`src/rtl/fifo_receiver_pkg.sv`:
```
// Shared types and constants for the byte-stream frame receiver.
package fifo_receiver_pkg;

   typedef enum logic [1:0] {
      HUNT,
      LEN,
      PAYLOAD,
      CSUM
   } state_t;

   localparam logic [7:0] DEFAULT_HEADER = 8'hA5;

endpackage

```
`src/rtl/sat_counter.sv`:
```
// Up-counter that sticks at all-ones instead of wrapping; synchronous clear.
module sat_counter #(
   parameter int W = 16
) (
   input  logic         pll99_outclk_0,
   input  logic         rst_n,
   input  logic         clr,
   input  logic         inc,
   output logic [W-1:0] count
);

   // NOTE: state registers use non-blocking assignments so every flop samples pre-edge values.
   always_ff @(posedge pll99_outclk_0 or negedge rst_n) begin
      if (!rst_n) begin
         count <= '0;
      end else if (clr) begin
         count <= '0;
      end else if (inc && (count != '1)) begin
         count <= count + 1'b1;
      end
   end

endmodule

```
`src/rtl/fifo_receiver.sv`:
```
// Drains a legacy-mode FIFO, parses HEADER/LEN/payload/CSUM frames, emits payload
// bytes and a per-frame status, and keeps saturating good/bad frame counters.
module fifo_receiver
   import fifo_receiver_pkg::*;
#(
   parameter logic [7:0] HEADER         = DEFAULT_HEADER,
   parameter int         TIMEOUT_CYCLES = 1024,
   parameter int         CNT_W          = 16
) (
   input  logic             pll99_outclk_0,
   input  logic             rst_n,
   output logic             fifo_rdreq,
   input  logic [7:0]       fifo_q,
   input  logic             fifo_empty,
   output logic             payload_valid,
   output logic [7:0]       payload_data,
   output logic             frame_valid,
   output logic             frame_ok,
   output logic [7:0]       frame_len,
   output logic [CNT_W-1:0] ok_cnt,
   output logic [CNT_W-1:0] err_cnt
);

   localparam int               TMO_W    = (TIMEOUT_CYCLES > 2) ? $clog2(TIMEOUT_CYCLES) : 1;
   localparam logic [TMO_W-1:0] TMO_LAST = TMO_W'(TIMEOUT_CYCLES - 1);

   state_t           state, state_nxt;
   logic             rd_vld;
   logic [7:0]       len_q, len_nxt;
   logic [7:0]       rem_q, rem_nxt;
   logic [7:0]       acc_q, acc_nxt;
   logic [TMO_W-1:0] tmo_q, tmo_nxt;
   logic             timeout;
   logic             pv_nxt, fv_nxt, fok_nxt;
   logic [7:0]       pdata_nxt, flen_nxt;

   // Reading is never gated by parser state, so the FIFO can only be over-read if it lies about empty.
   assign fifo_rdreq = !fifo_empty && rst_n;

   // Fires on the cycle the idle count would reach TIMEOUT_CYCLES, so the status lands one cycle later.
   assign timeout = (state != HUNT) && (tmo_q == TMO_LAST);

   // NOTE: every output of this block gets a default first, so no path can infer a latch.
   always_comb begin
      state_nxt = state;
      len_nxt   = len_q;
      rem_nxt   = rem_q;
      acc_nxt   = acc_q;
      tmo_nxt   = (rd_vld || state == HUNT) ? '0 : tmo_q + 1'b1;
      pv_nxt    = 1'b0;
      pdata_nxt = payload_data;
      fv_nxt    = 1'b0;
      fok_nxt   = 1'b0;
      flen_nxt  = frame_len;

      if (timeout) begin
         fv_nxt    = 1'b1;
         flen_nxt  = (state == LEN) ? 8'd0 : len_q;
         tmo_nxt   = '0;
         // A byte landing with the timeout is judged as if already back in HUNT.
         state_nxt = (rd_vld && fifo_q == HEADER) ? LEN : HUNT;
      end else if (rd_vld) begin
         case (state)
            HUNT: begin
               if (fifo_q == HEADER) state_nxt = LEN;
            end
            LEN: begin
               len_nxt   = fifo_q;
               rem_nxt   = fifo_q;
               acc_nxt   = 8'd0;
               state_nxt = (fifo_q == 8'd0) ? CSUM : PAYLOAD;
            end
            PAYLOAD: begin
               acc_nxt   = acc_q + fifo_q;
               rem_nxt   = rem_q - 1'b1;
               pv_nxt    = 1'b1;
               pdata_nxt = fifo_q;
               if (rem_q == 8'd1) state_nxt = CSUM;
            end
            CSUM: begin
               fv_nxt    = 1'b1;
               fok_nxt   = (fifo_q == acc_q);
               flen_nxt  = len_q;
               state_nxt = HUNT;
            end
            default: state_nxt = HUNT;
         endcase
      end
   end

   always_ff @(posedge pll99_outclk_0 or negedge rst_n) begin
      if (!rst_n) begin
         state         <= HUNT;
         rd_vld        <= 1'b0;
         len_q         <= 8'd0;
         rem_q         <= 8'd0;
         acc_q         <= 8'd0;
         tmo_q         <= '0;
         payload_valid <= 1'b0;
         payload_data  <= 8'd0;
         frame_valid   <= 1'b0;
         frame_ok      <= 1'b0;
         frame_len     <= 8'd0;
      end else begin
         state         <= state_nxt;
         rd_vld        <= fifo_rdreq;
         len_q         <= len_nxt;
         rem_q         <= rem_nxt;
         acc_q         <= acc_nxt;
         tmo_q         <= tmo_nxt;
         payload_valid <= pv_nxt;
         payload_data  <= pdata_nxt;
         frame_valid   <= fv_nxt;
         frame_ok      <= fok_nxt;
         frame_len     <= flen_nxt;
      end
   end

   sat_counter #(.W(CNT_W)) u_ok_cnt (
      .pll99_outclk_0 (pll99_outclk_0),
      .rst_n          (rst_n),
      .clr            (1'b0),
      .inc            (fv_nxt && fok_nxt),
      .count          (ok_cnt)
   );

   sat_counter #(.W(CNT_W)) u_err_cnt (
      .pll99_outclk_0 (pll99_outclk_0),
      .rst_n          (rst_n),
      .clr            (1'b0),
      .inc            (fv_nxt && !fok_nxt),
      .count          (err_cnt)
   );

endmodule
```
`config.mk`:
```
export PLATFORM = sky130hd
export DESIGN_NAME = fifo_receiver
export DESIGN_NICKNAME = d
export VERILOG_FILES = /design/src/rtl/fifo_receiver_pkg.sv /design/src/rtl/sat_counter.sv /design/src/rtl/fifo_receiver.sv
export SDC_FILE = /design/constraint.sdc
export NUM_CORES = 1
export LEC_CHECK = 0
export BUFFER_PORTS_ARGS = -buffer_cell sky130_fd_sc_hd__buf_2
export CAP_MARGIN = 20
export CORE_ASPECT_RATIO = 2
export CORE_MARGIN = 2
export CORE_UTILIZATION = 55
export DETAILED_ROUTE_END_ITERATION = 10
export PLACE_DENSITY = 0.77
export SLEW_MARGIN = 20
export SYNTH_ARGS = -nofsm -noshare
export SYNTH_HDL_FRONTEND = slang
export SYNTH_SLANG_ARGS = --single-unit
export TNS_END_PERCENT = 100
```
`constraint.sdc`:
```
create_clock -name pll99_outclk_0 -period 5.55 [get_ports pll99_outclk_0]
set_clock_uncertainty 0.05 [all_clocks]
set_input_delay 1.11 -clock pll99_outclk_0 [delete_from_list [all_inputs] [get_ports pll99_outclk_0]]
set_output_delay 1.11 -clock pll99_outclk_0 [all_outputs]
set_load 0.02 [all_outputs]
```
==> results.txt, run 1 <==
The tools report the type of element capturing the critical path as a primary output. The switching fraction of total power came out at 36.20%. Flip-flop cell with the highest count after synthesis: dfrtp_1.

Remaining antenna violation count after routing: 0. For the area enclosed by the die boundary, the log shows 0.008807 mm2. Before antenna repair, the detailed router went through 4 iterations.

The first global-routing pass estimated 16.06 mm of wire. The tools report the net switching power figure as 826.4 uW. The arrival time of the worst setup path was 1900 ps; the number of antenna violations at the first check in global routing was 0. The DRC violations left was 0; the total routing usage reported by global routing was 24.69%. Setup slack on the worst reg-to-reg path comes out at 2830 ps. Category of the most critical setup path: input pin to primary output. Setup repair after global routing left no endpoint under its margin.

The design draws 2.283 mW. The number of nets produced by synthesis came out at 430. VDD sags by at most 317.7 uV. For the final routed database, the setup TNS stands at 0 ps. The overall routed net length is 9.843 mm. The library cell used most frequently in the layout, excluding fill and tap cells, is dfrtp_1. Once detailed placement completed, the half-perimeter wirelength came to 7.319 mm. Entering global routing, the biggest net connects 54 pins.

In this run the vertical extent of the chip is 130.7 um. The worst flop-to-flop path startpoint was state[0]. The final count of hold timing violations came out at 0. Dividing the detail-routed wire length by the instance count gives 17.27 um.

The region available for standard cell placement spans 0.007885 mm2. The count of cells resized by post-cts repair is 0, and the number of setup violations in the final report is 0. Critical path data required time: 4390 ps. Clock tree synthesis inserted a total of 9 buffers.

For this run, the number of Yosys warnings is 0. For the total area of sequential cells, the log shows 0.002202 mm2. The tools report the library cell used as clock root buffer as clkbuf_16. The number of DRC markers after the initial detailed-route iteration is 181, and the mean area per synthesized cell is 10.99 um2. Static timing analysis puts the maximum clock frequency at 326.5 MHz. The run gives 49.86% as the fraction of the yosys area taken by sequential cells. After technology mapping, the gate count stands at 402. The total overflow left after global routing is 0.

In this run the worst path has a maximum fanout of 37. The number of cells on the worst reg-to-reg path was 6. The tool flagged a number of max-cap violations equal to 0.

The clock net in this run drives a total of 88 sinks. In this run the static leakage power is 2.454 nW. The tools report the area of the multi-input gates as 0.002128 mm2. The min-delay analysis places its worst path in the category flip-flop to flip-flop. The tools report the number of buffers added for setup after CTS as 0. TritonCTS built the clock tree.

After synthesis, the share of flip-flops with an asynchronous set or reset is 100.0%. The run gives 0 as the antenna cell count. After layout, the worst setup slack is 2487 ps. The area added between synthesis and finish was 16.18%.

For the final weighted congestion of routability-driven global placement, the log shows 0.8364. The depth of the worst hold-timing path was 1. The run gives 3 as the deepest level of the CTS H-tree. During placement, the flow inserted port buffers numbering 62. The most critical setup path has its startpoint at rst_n.

Of the total power, the clock network draws 27.0%. The number of library cell types mapped by synthesis is 53. The initialized floorplan defines 46 standard-cell rows. For the worst-skew pair, the clock arrives at the later sink with an insertion delay of 340 ps. The final critical path time including I/O delays and setup works out to 3063 ps. Counting flops and latches in the post-synthesis netlist gives 88.

Cell internal power was estimated by the tool at 1.457 mW. The run gives 3396 as the number of global-route vias before repair. Once the floorplan was initialized, standard cells occupied 56.01% of the core. In this run the horizontal extent of the chip is 67.37 um.

The boundary pin count was 63; the final max-slew violation count was 0. Timing analysis after detailed placement gives a worst setup slack of 2212 ps. The run gives 45.06% as the worst relative slew slack.

The post-route netlist has 24.68% of its cells at a drive strength greater than 1. The final clock period utilization by the worst path was 55.19%. In this run, synthesis inferred 0 flip-flops with an integrated enable.

Combinational logic is responsible for 31.2% of the overall power. The worst setup path is launched from an input pin. The power density over the cells is 444.9 mW/mm2, and the hold-fix buffer count after cts is 0. At the pin with the least slew margin, the transition time is 824.1 ps.

The capturing point of the worst reg2reg path was acc_q[7]. Following the worst setup path forward leads to its endpoint at fifo_rdreq. Final hold analysis gives a worst-case slack of 437.8 ps. The number of vias per cell after detailed routing works out to 5.982. The maximum buffer depth of the clock tree was 2; the register clock-pin slew on the reported worst setup and hold paths was 60 ps.

The routed layout has 3410 vias. Per report_power, the sequential group accounts for 41.8% of the total. In the final design database the tool counted 497 nets. Total standard cell area after synthesis: 0.004417 mm2. The run finished with clean final reports. The top cell types in the final layout, fill and taps aside, are dfrtp_1, buf_2, nor2_1. The run gives 626 as the count of fill cells added during filler insertion.
-- power groups by stage --
| stage | sequential (mW) | combinational [mW] | clock [mW] |
|---|---|---|---|
| finish | 0.955 | 0.711 | 0.617 |
| detailed placement | 0.961 | 0.714 | 0 |
| global route | 0.973 | 0.786 | 0.649 |
| CTS | 0.951 | 0.718 | 0.629 |
| global placement | 0.954 | 0.691 | 0 |
| floorplan | 1.01 | 0.432 | 0 |
-- per-stage QoR --
stage / instances / util [%] / area [um2]
after detailed placement: 554 / 61.22 / 4827
after floorplan: 402 / - / 4417
final: 570 / 65.07 / 5131
after global placement: 554 / 61.22 / 4827
after global routing: 570 / 65.07 / 5131
after CTS: 570 / 65.07 / 5131
-- how the worst min path moves through the flow --
stage,start,end,slack [ps]
after detailed placement,tmo_q[0],tmo_q[0],430
final,tmo_q[0],tmo_q[0],440
after global placement,len_q[7],frame_len[7],420
after global routing,len_q[2],frame_len[2],460
after CTS,tmo_q[0],tmo_q[0],440
after floorplan,acc_q[2],acc_q[2],400
-- synthesized netlist by cell type (all sizes together) (2+ instances only) --
library cell,n,area share [%]
o41ai,2,0.57
nand4,16,2.3
nor3,12,1.4
nand2,24,2.2
a41oi,2,0.40
nand3,20,2.4
nor2,38,3.2
and4,5,0.99
xor2,20,4.0
a21oi,16,2.0
dfrtp,88,50
and3,9,1.3
or4,3,0.51
xnor2,22,4.4
o22a,6,1.2
clkbuf,4,0.34
a31oi,5,1.0
a22o,10,2.0
o2111ai,2,0.54
inv,15,1.3
or3,3,0.42
o21ai,12,1.4
nor4,8,2.2
ha,16,4.5
nor2b,2,0.28
mux2,20,5.1
and2,3,0.42
buf,3,0.34
-- area by class of cell --
type | instances | share of cell area (%)
Sequential cell | 88 | 42.92
Multi-Input combinational cell | 292 | 41.48
Timing Repair Buffer | 63 | 6.242
Clock buffer | 9 | 4.389
Tap cell | 96 | 2.341
Clock inverter | 7 | 1.536
Inverter | 15 | 1.097
-- worst max-delay path, stage by stage --
cell and delay, ps:
buf_4 380, nor2b_1 210, buf_2 180
-- flip-flops by register name, indices dropped and copies added (netlist names) --
signal           flops
acc_q                8
frame_valid          1
frame_len            8
u_err_cnt.count     16
frame_ok             1
payload_data         8
len_q                8
payload_valid        1
u_ok_cnt.count      16
rd_vld               1
rem_q                8
state                2
tmo_q               10
-- metal layers --
layer / GRT usage [%] / vias to the layer above / wire length (um)
met5: 0 / - / 0
met4: 14.65 / 0 / 419
met3: 4.452 / 28 / 418
met2: 43.33 / 104 / 5300
met1: 26.97 / 1682 / 3704
li1: - / 1596 / -
-- cell families (layout without fill, tap and decap cells) --
kind of cell,count (synthesis),after routing,synth area share (%)
mux,21,21,5.326
fa+ha+maj,17,17,4.986
flops,88,88,49.86
simple gates,148,148,18.56
xor+xnor,42,42,8.329
compound gates,64,64,10.99
buf+inv,22,94,1.954
No activity file was read; power rests on OpenSTA's default activity.
==> inputs of run 2 (changes only) <==
==> constraint.sdc (replaced) <==
create_clock -name pll99_outclk_0 -period 3.1 [get_ports pll99_outclk_0]
set_clock_uncertainty 0.05 [all_clocks]
set_input_delay 0.62 -clock pll99_outclk_0 [delete_from_list [all_inputs] [get_ports pll99_outclk_0]]
set_output_delay 0.62 -clock pll99_outclk_0 [all_outputs]
set_load 0.02 [all_outputs]
==> run 2 against run 1 <==
Net effect:
- clock power rose by 78%
- critical path depth rose by 4
- non-clock buffer count rose by 4
- clock-buffer cell count rose by 2
- final cell count rose by 0.70%
- combinational power rose by 83%
==> results.txt, run 2 (same netlist as run 1, synthesis figures left out) <==
Share of total power in the clock network: 26.8% (-0.2 points). Overall routed net length: 10.08 mm (+2.4%). The cell area reported after detailed placement is 0.004857 mm2 (+0.62%).

The total leakage power is 2.479 nW (+1.0%). The area enclosed by the die boundary was 0.008807 mm2 (unchanged); the hold-fix buffer count after cts was 0 (unchanged). The run gives 623.4 uV (+96%) as the maximum VDD drop. Timing would allow up to 399.0 MHz.

The final cell area excluding filler cells was 0.005164 mm2 (+0.63%); the antenna cell count was 0 (unchanged). The tools report the library cell used as clock root buffer as clkbuf_16. The DRC violations left was 0 (unchanged); the pin count of the biggest net entering global routing was 54 (unchanged). The register clock-pin slew on the reported worst setup and hold paths is 60 ps (about the same). The largest fanout on the critical path was 8 (-78%); the count of TritonRoute iterations in the first routing pass was 4 (unchanged). The flow ran to the end, and the final reports show no timing, DRC or antenna violations. For the effective utilization at floorplan, the log shows 56.01% (unchanged). The switching fraction of total power works out to 35.37% (-0.83 points).

The logs give 16.47 mm (+2.6%) for the wire length of the first global-routing pass and 0 (unchanged) for the final max-slew violation count. The number of antenna violations at the first check in global routing came out at 0 (unchanged). The power density over the cells is 796.0 mW/mm2 (+79%), and the final critical path time including I/O delays and setup is 2506 ps.

For the number of max-capacitance violations reported, the log shows 0 (unchanged). For the portion of total power attributed to combinational logic, the log shows 31.6% (+0.4 points). The delay of the slowest cell on the worst path works out to 400 ps (+20 ps).

The tools report the net switching power figure as 1.454 mW (+76%). Number of clock sinks: 88 (unchanged). In the layout the commonest cells are dfrtp_1, buf_2, nor2_1.

The worst relative slew slack is 53.04% (+8.0 points). The chip height is 130.7 um (unchanged), and the sequential share of power is 41.6% (-0.2 points). The run gives 2 (unchanged) as the maximum buffer depth of the clock tree.

STA classifies the critical path startpoint as an input pin. The number of buffers added on ports came out at 62 (unchanged). Broken down by cell family, the worst path's largest delay share belongs to simple AND/OR/NAND/NOR gates. The core area was 0.007885 mm2 (unchanged). Setup repair after global routing left no endpoint under its margin. The logs give 3270 ps (-1120 ps) for the critical path data required time and 501 (+0.80%) for the number of nets in the layout.

The utilization after layout is 65.49% (+0.41 points). The worst setup path is captured at a flip-flop. The actual slew at the worst max-slew pin was 702.7 ps (-121.4 ps). Category of the most critical setup path: input pin to flip-flop.

The average wire length per cell after detail routing is 17.55 um (+1.7%). The run gives 0 ps (unchanged) as the total negative slack. The global-route congestion overflow total is 0 (unchanged). Deepest level of the CTS H-tree: 3 (unchanged). TritonCTS built the clock tree. Half-perimeter wire length of the detailed placement result: 7.587 mm (+3.7%). The placed cell count is 558 (+0.72%). The arrival time of the worst setup path came out at 2670 ps (+770 ps). The count of cells resized by post-cts repair is 0 (unchanged). In the final layout, the registers with the most flip-flops are u_err_cnt.count: 16 flops, u_ok_cnt.count: 16 flops, tmo_q: 10 flops. The run gives 0 (unchanged) as the remaining antenna violation count after routing. The final count of hold timing violations is 0 (unchanged), and the total routing usage reported by global routing is 25.04% (+0.34 points). The cell type of the slowest stage on the worst timing path was nor4_2. The die outline width is 67.37 um (unchanged), and the area added between synthesis and finish is 16.91%. Leaving out fill and tap cells, the most frequent cell in the layout is dfrtp_1. The classification of the worst-slack hold path is input pin to async pin. The number of setup violations in the final report was 0 (unchanged). The total number of placement rows came out at 46 (unchanged).

The boundary pin count is 63 (unchanged). The number of buffers added for setup after CTS came out at 0 (unchanged). Walking the worst path, the cells encountered are buf_2 > ha_1 > nor4_2 > nand3_1 > a31oi_4 > nor2_1 > mux2_2.

In the finished design, the share of the clock period the worst path needs comes to 80.84%. The total via count in the routed design is 3421 (+0.32%). The tools report the number of DRC markers after the initial detailed-route iteration as 185 (+2.2%). The final weighted congestion of routability-driven global placement was 0.8891 (+6.3%); the internal power contribution was 2.656 mW (+82%). The number of vias per cell after detailed routing was 5.960 (-0.38%).

The number of standard cells in the final layout excluding fillers was 574 (+0.70%); the insertion delay of the later-clocked pin in the worst-skew pair was 340 ps (about the same). The number of buffers created by CTS was 9 (unchanged). The fraction of layout instances using a drive strength above 1 is 25.31% (+0.63 points). The number of global-route vias before repair was 3470 (+2.2%). The total buffers and inverters traversed by the critical path was 1 (-1).
==> run 2: changes by cell type in the layout (fill, tap and decap cells not counted) <==
cell | previous run | this run
clkinv_2 | 1 | 3
inv_6 | 2 | 1
clkbuf_8 | 0 | 2
buf_4 | 2 | 6
clkinv_4 | 3 | 0
==> run 2: final cells by class <==
cell class,instances,area (um2)
Fill cell,628,2721
Tap cell,96,120.1
Sequential cell,88,2202
Clock buffer,11,252.7
Clock inverter,5,53.80
Multi-Input combinational cell,292,2128
Timing Repair Buffer,67,350.3
Inverter,15,56.30
==> run 2: worst register-to-register path, delay by kind of cell (launching register included) <==
kind | cells | cell delay [ps]
multiplexers | 1 | 310
flip-flops | 1 | 380
AND/OR/NAND/NOR | 3 | 850
adder cells (fa/ha/maj) | 1 | 360
AO/OA/AOI/OAI | 1 | 400
==> run 2: power by group through the flow <==
stage,Combinational (mW),Clock [mW],Sequential (mW)
2_1_floorplan,0.773,0,1.80
4_1_cts,1.31,1.12,1.71
6_report,1.30,1.10,1.71
5_1_grt,1.43,1.17,1.74
3_5_place_dp,1.30,0,1.73
3_3_place_gp,1.26,0,1.71
==> run 2: stage by stage <==
step	hold slack, ps	power [mW]	setup slack, ps
CTS	303.2	4.140	595.9
finish	299.0	4.110	594.0
floorplan	274.4	2.573	664.9
global route	343.7	4.346	419.7
global placement	420.1	2.967	325.1
detailed placement	436.9	3.027	257.7
==> run 2: worst paths after layout <==
kind	startpoint	end	slack, ps	cells after the start
max reg2reg	acc_q[2]	u_err_cnt.count[1]	640	6
min in group pll99_outclk_0	fifo_empty	rd_vld	390	2
max	fifo_q[2]	u_err_cnt.count[1]	590	7
max in group asynchronous	rst_n	payload_valid	2160	2
min reg2reg	u_ok_cnt.count[9]	u_ok_cnt.count[9]	440	1
min	rst_n	tmo_q[2]	300	2
==> run 2: metal layers <==
| metal | GRT usage, % | part of all wire [%] |
|---|---|---|
| met4 | 13.93 | 4.3 |
| met5 | 0 | 0 |
| met3 | 4.795 | 4.3 |
| met1 | 28.05 | 38 |
| met2 | 43.45 | 54 |
==> inputs of run 3 (changes only) <==
--- a/config.mk
+++ b/config.mk
@@ -9,9 +9,9 @@
 export CAP_MARGIN = 20
 export CORE_ASPECT_RATIO = 2
 export CORE_MARGIN = 2
-export CORE_UTILIZATION = 55
+export CORE_UTILIZATION = 52
 export DETAILED_ROUTE_END_ITERATION = 10
-export PLACE_DENSITY = 0.77
+export PLACE_DENSITY = 0.76
 export SLEW_MARGIN = 20
 export SYNTH_ARGS = -nofsm -noshare
 export SYNTH_HDL_FRONTEND = slang
==> constraint.sdc (replaced) <==
create_clock -name pll99_outclk_0 -period 2.1 [get_ports pll99_outclk_0]
set_clock_uncertainty 0.05 [all_clocks]
set_input_delay 0.42 -clock pll99_outclk_0 [delete_from_list [all_inputs] [get_ports pll99_outclk_0]]
set_output_delay 0.42 -clock pll99_outclk_0 [all_outputs]
set_load 0.02 [all_outputs]
==> run 3 against run 2 <==
Net effect:
- the run now ends with setup timing left
- combinational power is 100% higher
- hold slack worse by 230 ps
- sequential share of layout area is 6.0 points lower
- clock power is 57% higher
- critical path depth stayed put
- sequential power is 47% higher
- non-clock buffer count is 60 higher
- via count is 8.5% higher
- first-iteration DRC count is 8.6% higher
- cell area is 17% higher
- flip-flop and latch count stayed put
- critical path type is now flip-flop to flip-flop
- largest power group is now combinational logic
==> results.txt, run 3 (same netlist as run 1, synthesis figures left out) <==
The tools report the startpoint kind of the worst setup timing path as a flip-flop. For the count of TritonRoute iterations in the first routing pass, the log shows 4 (unchanged). The classification of the worst-slack hold path is input pin to async pin.

The total negative slack came out at -23.13 ps (-23.13 ps). The logs give 0 (unchanged) for the DRC violations left and 88 (unchanged) for the number of clock sinks. The core area is 0.008292 mm2 (+5.2%), and the number of nets in the layout is 561 (+12%).

The overall routed net length was 11.80 mm (+17%); the delay of the slowest cell on the worst path was 590 ps (+190 ps). For the total power consumption of the routed design, the log shows 6.853 mW (+67%). The boundary pin count is 63 (unchanged), and the final critical path time including I/O delays and setup is 2115 ps. The effective utilization at floorplan was 53.27% (-2.7 points). The maximum VDD drop came out at 910.2 uV (+46%). The critical path is of the flip-flop to flip-flop type.

Leaving out fill and tap cells, the most frequent cell in the layout is dfrtp_1. The insertion delay of the later-clocked pin in the worst-skew pair was 340 ps (about the same); the power density over the cells was 1139 mW/mm2 (+43%). The run gives 0 (unchanged) as the number of antenna violations at the first check in global routing. The remaining antenna violation count after routing is 0 (unchanged).

The run gives 3713 (+8.5%) as the total via count in the routed design. The flow ran to the end, but the final reports show violations. TritonCTS built the clock tree.

The top achievable clock speed is 472.8 MHz, and the chip height is 134.3 um (+2.8%). The register clock-pin slew on the reported worst setup and hold paths is 60 ps (about the same), and the arrival time of the worst setup path is 2290 ps (-380 ps). The deepest level of the CTS H-tree was 3 (unchanged); the antenna cell count was 0 (unchanged).

The final reports fail on setup timing. The actual slew at the worst max-slew pin is 507.4 ps (-195.3 ps), and the die outline width is 69.17 um (+2.7%). The area growth from synthesis to layout is 36.20%. The average wire length per cell after detail routing works out to 18.55 um (+5.7%). Worst relative slew slack: 66.17% (+13 points). The tools report the wire length of the first global-routing pass as 18.30 mm (+11%). The total routing usage reported by global routing came out at 25.16% (+0.12 points). The number of setup violations in the final report came out at 2 (+2).

The signal on the critical path passes through ha_4 > nand3_4 > o41a_1 > nand2_4 > inv_2 > o2111a_1 > a221o_1. The number of buffers added on ports works out to 62 (unchanged). The half-perimeter wire length of the detailed placement result is 8.099 mm (+6.7%), and the number of vias per cell after detailed routing is 5.838 (-2.0%). The area enclosed by the die boundary came out at 0.009291 mm2 (+5.5%). The final weighted congestion of routability-driven global placement was 0.9041 (+1.7%). The worst setup path is captured at a flip-flop. The run gives 2280 ps (-990 ps) as the critical path data required time. The pin count of the biggest net entering global routing came out at 89 (+65%). The logs give 47 (+2.2%) for the total number of placement rows and 0 (unchanged) for the final max-slew violation count. The total leakage power was 2.913 nW (+17%).

In the layout the commonest cells are dfrtp_1, buf_2, buf_4. The tools report the global-route congestion overflow total as 0 (unchanged). The root buffer cell chosen for the clock tree is clkbuf_16. Dividing the final minimum period by the clock period gives 100.7%. The worst-case setup margin in the final layout is -15.10 ps (-609.1 ps), and the final count of hold timing violations is 0 (unchanged). The tools report the number of buffers created by CTS as 9 (unchanged). The number of max-capacitance violations reported is 0 (unchanged), and the number of DRC markers after the initial detailed-route iteration is 201 (+8.6%). The run gives 2 (unchanged) as the maximum buffer depth of the clock tree. The tools report the number of global-route vias before repair as 3686 (+6.2%).

The largest registers in the layout are u_err_cnt.count: 16 flops, u_ok_cnt.count: 16 flops, tmo_q: 10 flops. The count of fill cells added during filler insertion was 562 (-11%); the pre-CTS setup slack was -236.6 ps (-494.2 ps). Setup repair after global routing could not meet its margin everywhere. The largest fanout on the critical path came out at 5 (-3). The cell type of the slowest stage on the worst timing path is o41a_1. The fraction of layout instances using a drive strength above 1 works out to 37.36% (+12 points).
## run 3: layout make-up
class / instances / area (um2) / area share (%)
multi-input cells: 292 / 2430 / 40.39
flip-flops and latches: 88 / 2202 / 36.61
repair buffers: 127 / 882.1 / 14.66
clock buffers: 11 / 242.7 / 4.035
well taps: 98 / 122.6 / 2.038
clock inverters: 5 / 80.08 / 1.331
inverters: 15 / 56.30 / 0.9359
## run 3: metal layers
metal  routed length, um  GRT usage (%)
met1                4343          27.70
met2                6679          46.26
met3                 439          5.334
met4                 333          10.24
met5                   0              0
## run 3: metrics by stage
step           hold WS (ps)  utilization (%)  cells  area, um2
2_1_floorplan         74.41                -    402       4444
5_1_grt               116.1            72.55    636       6016
3_3_place_gp          420.7            64.31    611       5333
3_5_place_dp          436.5            64.31    611       5333
6_report              64.67            72.55    636       6016
4_1_cts               102.3            69.49    628       5762
## run 3: final timing paths
| kind | slack, ps | from | to | depth (start not counted) |
|---|---|---|---|---|
| worst min-delay path | 60 | rst_n | payload_data[5] | 2 |
| worst min register to register | 440 | u_ok_cnt.count[9] | u_ok_cnt.count[9] | 1 |
| worst max-delay path | -20 | tmo_q[1] | acc_q[7] | 7 |
| max in group asynchronous | 1550 | rst_n | u_ok_cnt.count[1] | 2 |
| worst max register to register | -20 | tmo_q[1] | acc_q[7] | 7 |
| min in group pll99_outclk_0 | 180 | fifo_empty | rd_vld | 2 |
## run 3: power by group
| part | switching [mW] | leakage, nW | internal, mW |
|---|---|---|---|
| sequential | 0.379 | 1.13 | 2.14 |
| combinational | 1.33 | 1.63 | 1.28 |
| clock | 0.655 | 0.152 | 1.07 |
| total | 2.36 | 2.91 | 4.49 |
## run 3: critical path: cells and delay by family, from the launching register on
family	cells	cell delay, ps
buffers and inverters	1	60
AO/OA/AOI/OAI	3	1000
flip-flops	1	410
adder cells (fa/ha/maj)	1	170
AND/OR/NAND/NOR	2	310
## run 3: repair_timing
action	4_1_cts	5_1_grt
resized for setup	17	40
pin swaps	8	16
setup endpoints to repair	30	45
buffers inserted	1	8
hold buffers	0	0
